## src/rtl/inst_encode_loader_pkg.sv

```systemverilog
// Shared definitions for the instruction encoder/loader: opcode set, format codes,
// field bit positions, FSM state type and the field-packing helper.
package inst_encode_loader_pkg;

  localparam logic [6:0] OP_NOP  = 7'h00;
  localparam logic [6:0] OP_ADD  = 7'h01;
  localparam logic [6:0] OP_SUB  = 7'h02;
  localparam logic [6:0] OP_AND  = 7'h03;
  localparam logic [6:0] OP_OR   = 7'h04;
  localparam logic [6:0] OP_XOR  = 7'h05;
  localparam logic [6:0] OP_ADI  = 7'h06;
  localparam logic [6:0] OP_LSL  = 7'h07;
  localparam logic [6:0] OP_LSR  = 7'h08;
  localparam logic [6:0] OP_LD   = 7'h09;
  localparam logic [6:0] OP_ST   = 7'h0A;
  localparam logic [6:0] OP_HALT = 7'h7F;

  localparam logic [1:0] FMT_R   = 2'b00;
  localparam logic [1:0] FMT_I   = 2'b01;
  localparam logic [1:0] FMT_S   = 2'b10;
  localparam logic [1:0] FMT_RSV = 2'b11;

  localparam int OPC_LSB = 25;
  localparam int DR_LSB  = 20;
  localparam int SA_LSB  = 15;
  localparam int SB_LSB  = 10;
  localparam int IMM_LSB = 0;
  localparam int SH_LSB  = 0;

  typedef enum logic [1:0] {
    ST_IDLE  = 2'd0,
    ST_LOAD  = 2'd1,
    ST_DRAIN = 2'd2,
    ST_DONE  = 2'd3
  } loader_state_e;

  function automatic logic opcode_known(input logic [6:0] op);
    logic known;
    case (op)
      OP_NOP, OP_ADD, OP_SUB, OP_AND, OP_OR, OP_XOR,
      OP_ADI, OP_LSL, OP_LSR, OP_LD, OP_ST, OP_HALT: known = 1'b1;
      default: known = 1'b0;
    endcase
    return known;
  endfunction

  // Reserved format packs like reg-reg so the word stays decodable.
  function automatic logic [31:0] encode_word(
    input logic [1:0]  fmt,
    input logic [6:0]  opcode,
    input logic [4:0]  dr,
    input logic [4:0]  sa,
    input logic [4:0]  sb,
    input logic [14:0] imm,
    input logic [4:0]  sh
  );
    logic [31:0] w;
    w = 32'h0000_0000;
    w[OPC_LSB +: 7] = opcode;
    w[DR_LSB  +: 5] = dr;
    w[SA_LSB  +: 5] = sa;
    case (fmt)
      FMT_I:   w[IMM_LSB +: 15] = imm;
      FMT_S:   w[SH_LSB  +: 5]  = sh;
      default: w[SB_LSB  +: 5]  = sb;
    endcase
    return w;
  endfunction

endpackage

```

## src/rtl/inst_encode_loader_fifo.sv

```systemverilog
// inst_fifo: synchronous FIFO buffering encoded instruction words between the
// tuple handshake and the memory write stage.
module inst_fifo #(
  parameter int DEPTH = 4,
  parameter int WIDTH = 32
) (
  input  logic                     clk,
  input  logic                     rst,
  input  logic                     push,
  input  logic                     pop,
  input  logic [WIDTH-1:0]         wdata,
  output logic [WIDTH-1:0]         rdata,
  output logic                     full,
  output logic                     empty,
  output logic [$clog2(DEPTH):0]   count
);
  localparam int PW = $clog2(DEPTH);
  localparam int CW = PW + 1;

  logic [WIDTH-1:0] mem_r [DEPTH];
  logic [PW-1:0]    wr_ptr_r;
  logic [PW-1:0]    rd_ptr_r;
  logic [CW-1:0]    count_r;
  logic             do_push_s;
  logic             do_pop_s;

  assign full      = (count_r == CW'(DEPTH));
  assign empty     = (count_r == CW'(0));
  assign count     = count_r;
  assign rdata     = mem_r[rd_ptr_r];
  // A pop in the same cycle frees the slot, so a push on full is still safe.
  assign do_push_s = push && (!full || pop);
  assign do_pop_s  = pop && !empty;

  // Pointer and occupancy tracking.
  always_ff @(posedge clk or posedge rst) begin
    if (rst) begin
      wr_ptr_r <= PW'(0);
      rd_ptr_r <= PW'(0);
      count_r  <= CW'(0);
    end else begin
      if (do_push_s) wr_ptr_r <= wr_ptr_r + PW'(1);
      if (do_pop_s)  rd_ptr_r <= rd_ptr_r + PW'(1);
      case ({do_push_s, do_pop_s})
        2'b10:   count_r <= count_r + CW'(1);
        2'b01:   count_r <= count_r - CW'(1);
        default: count_r <= count_r;
      endcase
    end
  end

  // Word storage; contents are don't-care until written.
  always_ff @(posedge clk) begin
    if (do_push_s) mem_r[wr_ptr_r] <= wdata;
  end

endmodule

```

## src/rtl/inst_encode_loader.sv

```systemverilog
// Instruction encoder/loader: packs field tuples into 32-bit words and writes them to
// instruction memory. Optional macro LOADER_OPCHECK_EN drops unknown opcodes / fmt 11.
module inst_encode_loader
  import inst_encode_loader_pkg::*;
#(
  parameter int ADDR_W     = 8,
  parameter int FIFO_DEPTH = 4,
  parameter int MAX_WORDS  = 256
) (
  input  logic              clk,
  input  logic              rst,
  input  logic              start,
  input  logic [ADDR_W-1:0] base_addr,
  input  logic              in_valid,
  output logic              in_ready,
  input  logic [1:0]        fmt,
  input  logic [6:0]        opcode,
  input  logic [4:0]        dr,
  input  logic [4:0]        sa,
  input  logic [4:0]        sb,
  input  logic [14:0]       imm,
  input  logic [4:0]        sh,
  output logic              mem_we,
  output logic [ADDR_W-1:0] mem_addr,
  output logic [31:0]       mem_wdata,
  input  logic              mem_busy,
  output logic              busy,
  output logic              done,
  output logic              err,
  output logic [ADDR_W:0]   word_count
);
  localparam int CW  = ADDR_W + 1;
  localparam int FCW = $clog2(FIFO_DEPTH) + 1;

  loader_state_e     state_r;
  loader_state_e     state_s;
  logic [CW-1:0]     accept_cnt_r;
  logic [CW-1:0]     word_count_r;
  logic [ADDR_W-1:0] mem_addr_r;
  logic [31:0]       mem_wdata_r;
  logic              mem_we_r;
  logic              err_r;

  logic              fifo_full_s;
  logic              fifo_empty_s;
  logic [FCW-1:0]    fifo_count_s;
  logic [31:0]       fifo_head_s;
  logic [31:0]       enc_s;
  logic              tuple_ok_s;
  logic              hs_s;
  logic              push_s;
  logic              pop_s;
  logic              complete_s;
  logic              is_halt_s;
  logic              at_limit_s;
  logic              start_s;

  assign enc_s = encode_word(fmt, opcode, dr, sa, sb, imm, sh);

`ifdef LOADER_OPCHECK_EN
  assign tuple_ok_s = opcode_known(opcode) && (fmt != FMT_RSV);
`else
  assign tuple_ok_s = 1'b1;
`endif

  assign in_ready   = (state_r == ST_LOAD) && !fifo_full_s;
  assign hs_s       = in_valid && in_ready;
  assign push_s     = hs_s && tuple_ok_s;
  assign is_halt_s  = (opcode == OP_HALT);
  assign at_limit_s = (accept_cnt_r == CW'(MAX_WORDS - 1));
  assign start_s    = (state_r == ST_IDLE) && start;
  assign complete_s = mem_we_r && !mem_busy;
  // Refill the write register whenever it is empty or its word retires this cycle.
  assign pop_s      = !fifo_empty_s && (!mem_we_r || !mem_busy);

  inst_fifo #(
    .DEPTH (FIFO_DEPTH),
    .WIDTH (32)
  ) u_fifo (
    .clk   (clk),
    .rst   (rst),
    .push  (push_s),
    .pop   (pop_s),
    .wdata (enc_s),
    .rdata (fifo_head_s),
    .full  (fifo_full_s),
    .empty (fifo_empty_s),
    .count (fifo_count_s)
  );

  // Load sequencing next-state logic.
  always_comb begin
    state_s = state_r;
    case (state_r)
      ST_IDLE: begin
        if (start) state_s = ST_LOAD;
        else       state_s = ST_IDLE;
      end
      ST_LOAD: begin
        if (push_s && (is_halt_s || at_limit_s)) state_s = ST_DRAIN;
        else                                     state_s = ST_LOAD;
      end
      ST_DRAIN: begin
        if ((fifo_count_s == FCW'(0)) && !mem_we_r) state_s = ST_DONE;
        else                                        state_s = ST_DRAIN;
      end
      ST_DONE: state_s = ST_IDLE;
      default: state_s = ST_IDLE;
    endcase
  end

  // State register.
  always_ff @(posedge clk or posedge rst) begin
    if (rst) state_r <= ST_IDLE;
    else     state_r <= state_s;
  end

  // Per-load bookkeeping: accept count, error flag, write address and written count.
  always_ff @(posedge clk or posedge rst) begin
    if (rst) begin
      accept_cnt_r <= CW'(0);
      word_count_r <= CW'(0);
      mem_addr_r   <= ADDR_W'(0);
      err_r        <= 1'b0;
    end else if (start_s) begin
      accept_cnt_r <= CW'(0);
      word_count_r <= CW'(0);
      mem_addr_r   <= base_addr;
      err_r        <= 1'b0;
    end else begin
      if (push_s) accept_cnt_r <= accept_cnt_r + CW'(1);
      // HALT landing exactly on the limit is a clean finish, not an overflow.
      if (hs_s && !tuple_ok_s)                    err_r <= 1'b1;
      else if (push_s && at_limit_s && !is_halt_s) err_r <= 1'b1;
      if (complete_s) begin
        mem_addr_r   <= mem_addr_r + ADDR_W'(1);
        word_count_r <= word_count_r + CW'(1);
      end
    end
  end

  // Memory write register; held while the memory stalls.
  always_ff @(posedge clk or posedge rst) begin
    if (rst) begin
      mem_we_r    <= 1'b0;
      mem_wdata_r <= 32'h0000_0000;
    end else if (pop_s) begin
      mem_we_r    <= 1'b1;
      mem_wdata_r <= fifo_head_s;
    end else if (complete_s) begin
      mem_we_r    <= 1'b0;
    end
  end

  assign mem_we     = mem_we_r;
  assign mem_addr   = mem_addr_r;
  assign mem_wdata  = mem_wdata_r;
  assign busy       = (state_r != ST_IDLE);
  assign done       = (state_r == ST_DONE);
  assign err        = err_r;
  assign word_count = word_count_r;

endmodule

```

## config.mk

```make
export PLATFORM = sky130hd
export DESIGN_NAME = inst_encode_loader
export DESIGN_NICKNAME = d
export VERILOG_FILES = /design/src/rtl/inst_encode_loader_pkg.sv /design/src/rtl/inst_encode_loader_fifo.sv /design/src/rtl/inst_encode_loader.sv
export SDC_FILE = /design/constraint.sdc
export NUM_CORES = 1
export LEC_CHECK = 0
export CAP_MARGIN = 20
export CORE_MARGIN = 2
export CORE_UTILIZATION = 40
export CTS_BUF_LIST = sky130_fd_sc_hd__clkbuf_4 sky130_fd_sc_hd__clkbuf_8
export DETAILED_ROUTE_END_ITERATION = 10
export SYNTH_ARGS = -nofsm -noshare
export SYNTH_HDL_FRONTEND = slang
export SYNTH_HIERARCHICAL = 1
export SYNTH_SLANG_ARGS = --single-unit
```

## constraint.sdc

```tcl
create_clock -name clk -period 2.9 [get_ports clk]
set_clock_uncertainty 0.2 [all_clocks]
set_input_delay 0.58 -clock clk [delete_from_list [all_inputs] [get_ports clk]]
set_output_delay 0.58 -clock clk [all_outputs]
set_load 0.01 [all_outputs]
```

## Word level (Yosys, flattened, before mapping)

Memories as Yosys holds them, arrays and structs flattened. A register that Yosys moved wholly into a read port is not among the register bits.
Cells that the tools add are included.

| storage, ports and cells | value |
|---|---|
| flip-flop bits (word level) | 37 |
| bits of input ports | 57 |
| memory bits (writable) | 128 |
| memories kept | 1 |
| word-level logic and storage cells | 74 |

| cells by class | value |
|---|---|
| $add $sub $neg | 7 |
| multiplexer cells | 20 |
| eq/ne operators | 10 |
| reduce and logical (&&, ||, !) cells | 27 |

Memory list:

| memory | words | width | read ports | clocked after Yosys merged registers in | wr ports | line | RTL |
|---|---|---|---|---|---|---|---|
| u_fifo.mem_r | 4 | 32 | 1 | 1 | 1 | inst_encode_loader_fifo.sv:20 | `logic [WIDTH-1:0] mem_r [DEPTH];` |

Operators by type and width:

| operator | number |
|---|---|
| 2-to-1 mux 9 bit | 4 |
| one-hot mux 5 bit (2 select lines) | 2 |
| adder 9 x 1 -> 9 bit (second input constant) | 2 |
| 2-to-1 mux 8 bit | 2 |
| nonzero test 2 bit | 6 |
| logical AND 1 bit | 11 |
| == test 9 x 8 -> 1 bit (second input constant) | 1 |
| adder 8 x 1 -> 8 bit (second input constant) | 1 |
| == test 2 bit (second input constant) | 4 |
| 2-to-1 mux 1 bit | 8 |
| one-hot mux 2 bit (4 select lines) | 1 |
| == test 7 bit (second input constant) | 1 |
| == test 2 x 1 -> 1 bit (second input constant) | 3 |
| one-hot mux 3 bit (2 select lines) | 1 |
| logical NOT 1 bit | 5 |
| 2-to-1 mux 5 bit | 1 |
| adder 2 x 1 -> 2 bit (second input constant) | 2 |
| adder 3 x 1 -> 3 bit (second input constant) | 1 |
| == test 3 bit (second input constant) | 1 |
| logical NOT 3 bit | 1 |
| logical OR 1 bit | 3 |
| subtractor 3 x 1 -> 3 bit (second input constant) | 1 |
| logical NOT 2 bit | 1 |
| 2-to-1 mux 2 bit | 1 |

## Logic depth before layout (Yosys ltp)

| logic depth | value |
|---|---|
| depth in word-level cells | 8 |
| mapped depth | 12 |

## Cells and area by module

The synthesis kept the hierarchy.

By module, submodules not included:

| module | area an instance (um^2) | cells an instance | times used |
|---|---|---|---|
| inst_fifo | 5049.8 | 207 | 1 |
| inst_encode_loader | 2976.6 | 268 | 1 |

## Worst setup path before layout

No wires, ideal clock.

| timing path | value |
|---|---|
| kind | register -> register |
| start point | reg u_fifo.count_r[0] (netlist: u_fifo/count[0]) |
| end point | reg u_fifo.count_r[2] (netlist: u_fifo/count[2]) |
| required time | 2.621 ns |
| clock period less this slack | 2.568 ns |
| slack | 0.332 ns |
| stages on the path, launching flop included | 13 |
| arrival | 2.289 ns |
| path through | dfrtp_1 -> or3b_1 -> inv_1 -> nand4bb_4 -> inv_1 -> o21a_4 -> inv_1 -> ha_1 -> inv_1 -> fa_1 -> xor2_1 -> nor2_1 -> xor2_1 |

| between the ends | value |
|---|---|
| word-level cells in the longest chain between the ends | 7 |
| elaborated cells between the ends (all ways) | 16 |
| classes of those cells | add/sub (2); eq/ne (3); mux (1); reduce/logical (10) |

Ends and longest elaborated chain:

| item | line | RTL |
|---|---|---|
| from (decl) | inst_encode_loader_fifo.sv:23 | `logic [CW-1:0] count_r;` |
| from (signal assigned) | inst_encode_loader_fifo.sv:45 | `2'b10: count_r <= count_r + CW'(1);` |
| from (signal assigned) | inst_encode_loader_fifo.sv:46 | `2'b01: count_r <= count_r - CW'(1);` |
| from (signal assigned) | inst_encode_loader_fifo.sv:47 | `default: count_r <= count_r;` |
| == test 3 bit (*) | inst_encode_loader_fifo.sv:27 | `assign full = (count_r == CW'(DEPTH));` |
| named net fifo_full_s | inst_encode_loader.sv:44 | `logic fifo_full_s;` |
| logical NOT 1 bit (*) | inst_encode_loader.sv:66 | `assign in_ready = (state_r == ST_LOAD) && !fifo_full_s;` |
| logical AND 1 bit (*) | inst_encode_loader.sv:66 |  |
| logical AND 1 bit (*) | inst_encode_loader.sv:67 | `assign hs_s = in_valid && in_ready;` |
| named net hs_s | inst_encode_loader.sv:50 | `logic hs_s;` |
| logical AND 1 bit (*) | inst_encode_loader_fifo.sv:32 | `assign do_push_s = push && (!full \|\| pop);` |
| == test 2 x 1 -> 1 bit / == test 2 bit (equally long branches) | inst_encode_loader_fifo.sv:44 | `case ({do_push_s, do_pop_s})` |
| one-hot mux 3 bit (2 select lines) / nonzero test 2 bit (equally long branches) | -- |  |

Mark *: on every way through the listed nets, which the timed path passes. The rest lies on a longest branch.
A chain may end at the register's enable or synchronous reset.

## Worst setup path after layout

| timing path | value |
|---|---|
| start point | reg u_fifo.count_r[0] (netlist: u_fifo/count[0]) |
| end point | out in_ready |

| between the ends | value |
|---|---|
| word-level cells in the longest chain between the ends | 3 |

Ends and longest elaborated chain:

| item | line | RTL |
|---|---|---|
| == test 3 bit | inst_encode_loader_fifo.sv:27 |  |
| named net fifo_full_s | inst_encode_loader.sv:44 |  |
| logical NOT 1 bit | inst_encode_loader.sv:66 |  |
| logical AND 1 bit | inst_encode_loader.sv:66 |  |
| to (decl) | inst_encode_loader.sv:15 | `output logic in_ready,` |

The timed path passes the listed nets, and every way through them passes these cells.

==> impl_metrics.tcl <==
set metrics [dict create \
    place_ws_ps 39.1 \
    antenna_left 0 \
    grt_pass1_wl_mm 26.0 \
    gp_congestion 0.760 \
    run_status "complete, no violations" \
    final.fill_count 1643 \
    setup_violations 0 \
    min_period_over_period 0.956 \
    r2r_end "u_fifo/count[2]$_DFFE_PP0P_" \
    grt_pass1_vias 4768 \
    seq_area_um2 5570 \
    dieHeight_um 146 \
    cts_buffer_depth 2 \
    dp_hpwl_mm 10.5 \
    crit_chain "or3b_1 -> inv_1 -> nor3_1 -> clkdlybuf4s50_1" \
    yosys.area_share.adder 0.0196 \
    max_stage_delay_ps 520 \
    drive_above_1_share 0.213 \
    cts_tree "yes" \
    p_leak_nw 3.64 \
    die_area_um2 21200 \
    finalNetCount 672 \
    met2_length_mm 7.67 \
    synth_cells 475 \
    drv_slew 0 \
    critical_path_class "reg2out" \
    tritoncts.num_buffers 17 \
    drc 0 \
    final_cell_mix "128 x edfxtp_1, 110 x clkdlybuf4s50_1, 66 x dfrtp_1, 32 x mux2_2, 32 x mux4_2" \
    routed.top_layer "met4" \
    critPathCapture "in_ready" \
    place.port_buffers 110 \
    fin_util 0.512 \
    fin_setup_tns_ps 0 \
    cts.sinks 197 \
    critPathSlowestCell "clkdlybuf4s50_1" \
    cp-startpoint "u_fifo/count[0]$_DFFE_PP0P_" \
    routed-wl-met3_um 856 \
    cp.arrival_ps 1990 \
    max_freq_mhz 361 \
    ys.flop_type "edfxtp_1" \
    ir_drop_uv 381 \
    r2r_cells 12 \
    synthTopCellsByArea "edfxtp_1 48%, dfrtp_1 22%, mux4_2 9.0%" \
    ys_ff_latch 197 \
    grt_max_degree 37 \
    final_common_cell "edfxtp_1" \
    synth-compound-area-share 0.0413 \
    start_kind "flop" \
    grtUsageTotal 0.159 \
    postCtsHoldBufs 0 \
    worstSkewPairLatency_ps 480 \
    wirelength_mm 15.9 \
    synthXorXnorAreaFrac 0.0109 \
    core_area_um2 19600 \
    antenna_found_initial 0 \
    vias 4514 \
    rows 51 \
    antennaDiodeCount 0 \
    critPathCaptureType "primary output" \
    synth-simple-area-share 0.0653 \
    cp.required_ps 2120 \
    finalCriticalPeriod_ps 2770 \
    synth_edf_count 128 \
    ys_warn_count 6 \
    io-pin-count 111 \
    slew_headroom 0.563 \
    hp-class "in2async" \
    placed_area_um2 9570 \
    drv_cap 0 \
    grt_overflow 0 \
    root_buffer "clkbuf_8" \
    synth_top_family_by_area "multiplexers" \
    synth.top_cell.area_share 0.479 \
    crit_fanout 6 \
    cts_max_level 4 \
    worstMarginPinSlew_ps 656 \
    r2r_setup_slack_ps 180 \
    ys_seq_area_frac 0.694 \
    start_util 0.410 \
    rsz0062_at_grt "no" \
    dr.first_iter.drc_count 284 \
    wl_per_cell_um 18.0 \
    viasPerCell 5.12 \
    synthArstFlopShare 0.350 \
    synth_top_area_cell "edfxtp_1" \
    muxShareOfSynthArea 0.145 \
    met1Wirelength_mm 7.08 \
    syn_area_um2 8030 \
    final_cell_area_um2 10000 \
    r2r_start "u_fifo/count[0]$_DFFE_PP0P_" \
    yosysUniqueCellTypes 49 \
    area_delta_synth_final_pct 24.9 \
    hold_violations 0 \
    synth_nets 544 \
    dr.pass1.iters 4 \
    die_w_um 146 \
    worst_slack_ps 127 \
    path_clk_slew_ps 100 \
    power_density_nw_per_um2 955 \
    syn_avg_cell_area_um2 16.9 \
    multi_input_area_um2 2270 \
]
how the worst min path moves through the flow:
stage / startpoint / end / slack [ps]
6_report: rst / u_fifo/wr_ptr_r[1]$_DFFE_PP0P_ / 210
3_3_place_gp: accept_cnt_r[8]$_DFFE_PP0P_ / accept_cnt_r[8]$_DFFE_PP0P_ / 270
3_5_place_dp: accept_cnt_r[8]$_DFFE_PP0P_ / accept_cnt_r[8]$_DFFE_PP0P_ / 270
4_1_cts: rst / u_fifo/rd_ptr_r[1]$_DFFE_PP0P_ / 200
2_1_floorplan: rst / u_fifo/count[0]$_DFFE_PP0P_ / 180
5_1_grt: rst / u_fifo/rd_ptr_r[1]$_DFFE_PP0P_ / 230
synthesized netlist by cell type, types with 4 or more instances:
cell type  instances
a31oi_1            6
mux4_2            32
inv_1             22
or3_1             10
o21ai_0           17
nand3_1            6
nor2_1            16
clkbuf_1           4
nand2_1           22
mux2_2            32
a22oi_1            5
dfrtp_1           69
nand4_1            6
mux2i_1            7
edfxtp_1         128
a21oi_1            7
ha_1              11
buf_2             13
and2_2             4
and2_1             6
xnor2_1            7
metal layers:
layer,track usage,vias up
li1,-,2073
met4,0.0564,0
met5,0,-
met2,0.255,124
met1,0.209,2297
met3,0.0423,20
sequential cells by signal, summed over array words and instances, names as in the netlist, named ones only:
signal,flops
u_fifo/mem_r,128
mem_wdata,32
accept_cnt_r,9
word_count,9
mem_addr,8
u_fifo/count,3
u_fifo/rd_ptr_r,2
u_fifo/wr_ptr_r,2
err,1
mem_we,1
state_r,1
cell type report:
cell class / count / area share
well taps: 265 / 0.0331
inverters: 22 / 0.00824
repair buffers: 129 / 0.130
clock inverters: 15 / 0.0222
multi-input cells: 236 / 0.227
clock buffers: 17 / 0.0233
flip-flops and latches: 197 / 0.556
metrics by stage:
stage | hold slack [ps] | power [mW] | std cells
finish | 213 | 9.57 | 881
global route | 233 | 10.1 | 881
CTS | 202 | 9.73 | 881
detailed placement | 275 | 7.73 | 849
global placement | 272 | 7.63 | 849
floorplan | 183 | 6.21 | 475
report_power, final:
group / switching, mW / internal (mW) / leakage [nW] / total [mW]
clock: 1.00 / 0.965 / 0.223 / 1.97
combinational: 1.42 / 1.85 / 1.40 / 3.27
sequential: 0.494 / 3.84 / 2.02 / 4.34
total: 2.92 / 6.65 / 3.64 / 9.57
critical path, delay by kind of cell (launching register included):
kind | cells | cell delay (ps)
and+or+nand+nor | 2 | 470
buffers and inverters | 2 | 610
DFF | 1 | 460
logic make-up after synthesis:
kind of cell | Yosys count
muxes | 72
xor gates and xnor gates | 10
adders and majority gates | 12
DFF | 197
buffers and inverters | 42
AOI/OAI and AO/OA | 50
and+or+nand+nor | 92
what timing repair did:
item / 4_1_cts / 5_1_grt
buffers inserted: 0 / 0
endpoints found under the setup margin: 0 / 1
resized for setup: 0 / 1
No activity file was read; power rests on OpenSTA's default activity.
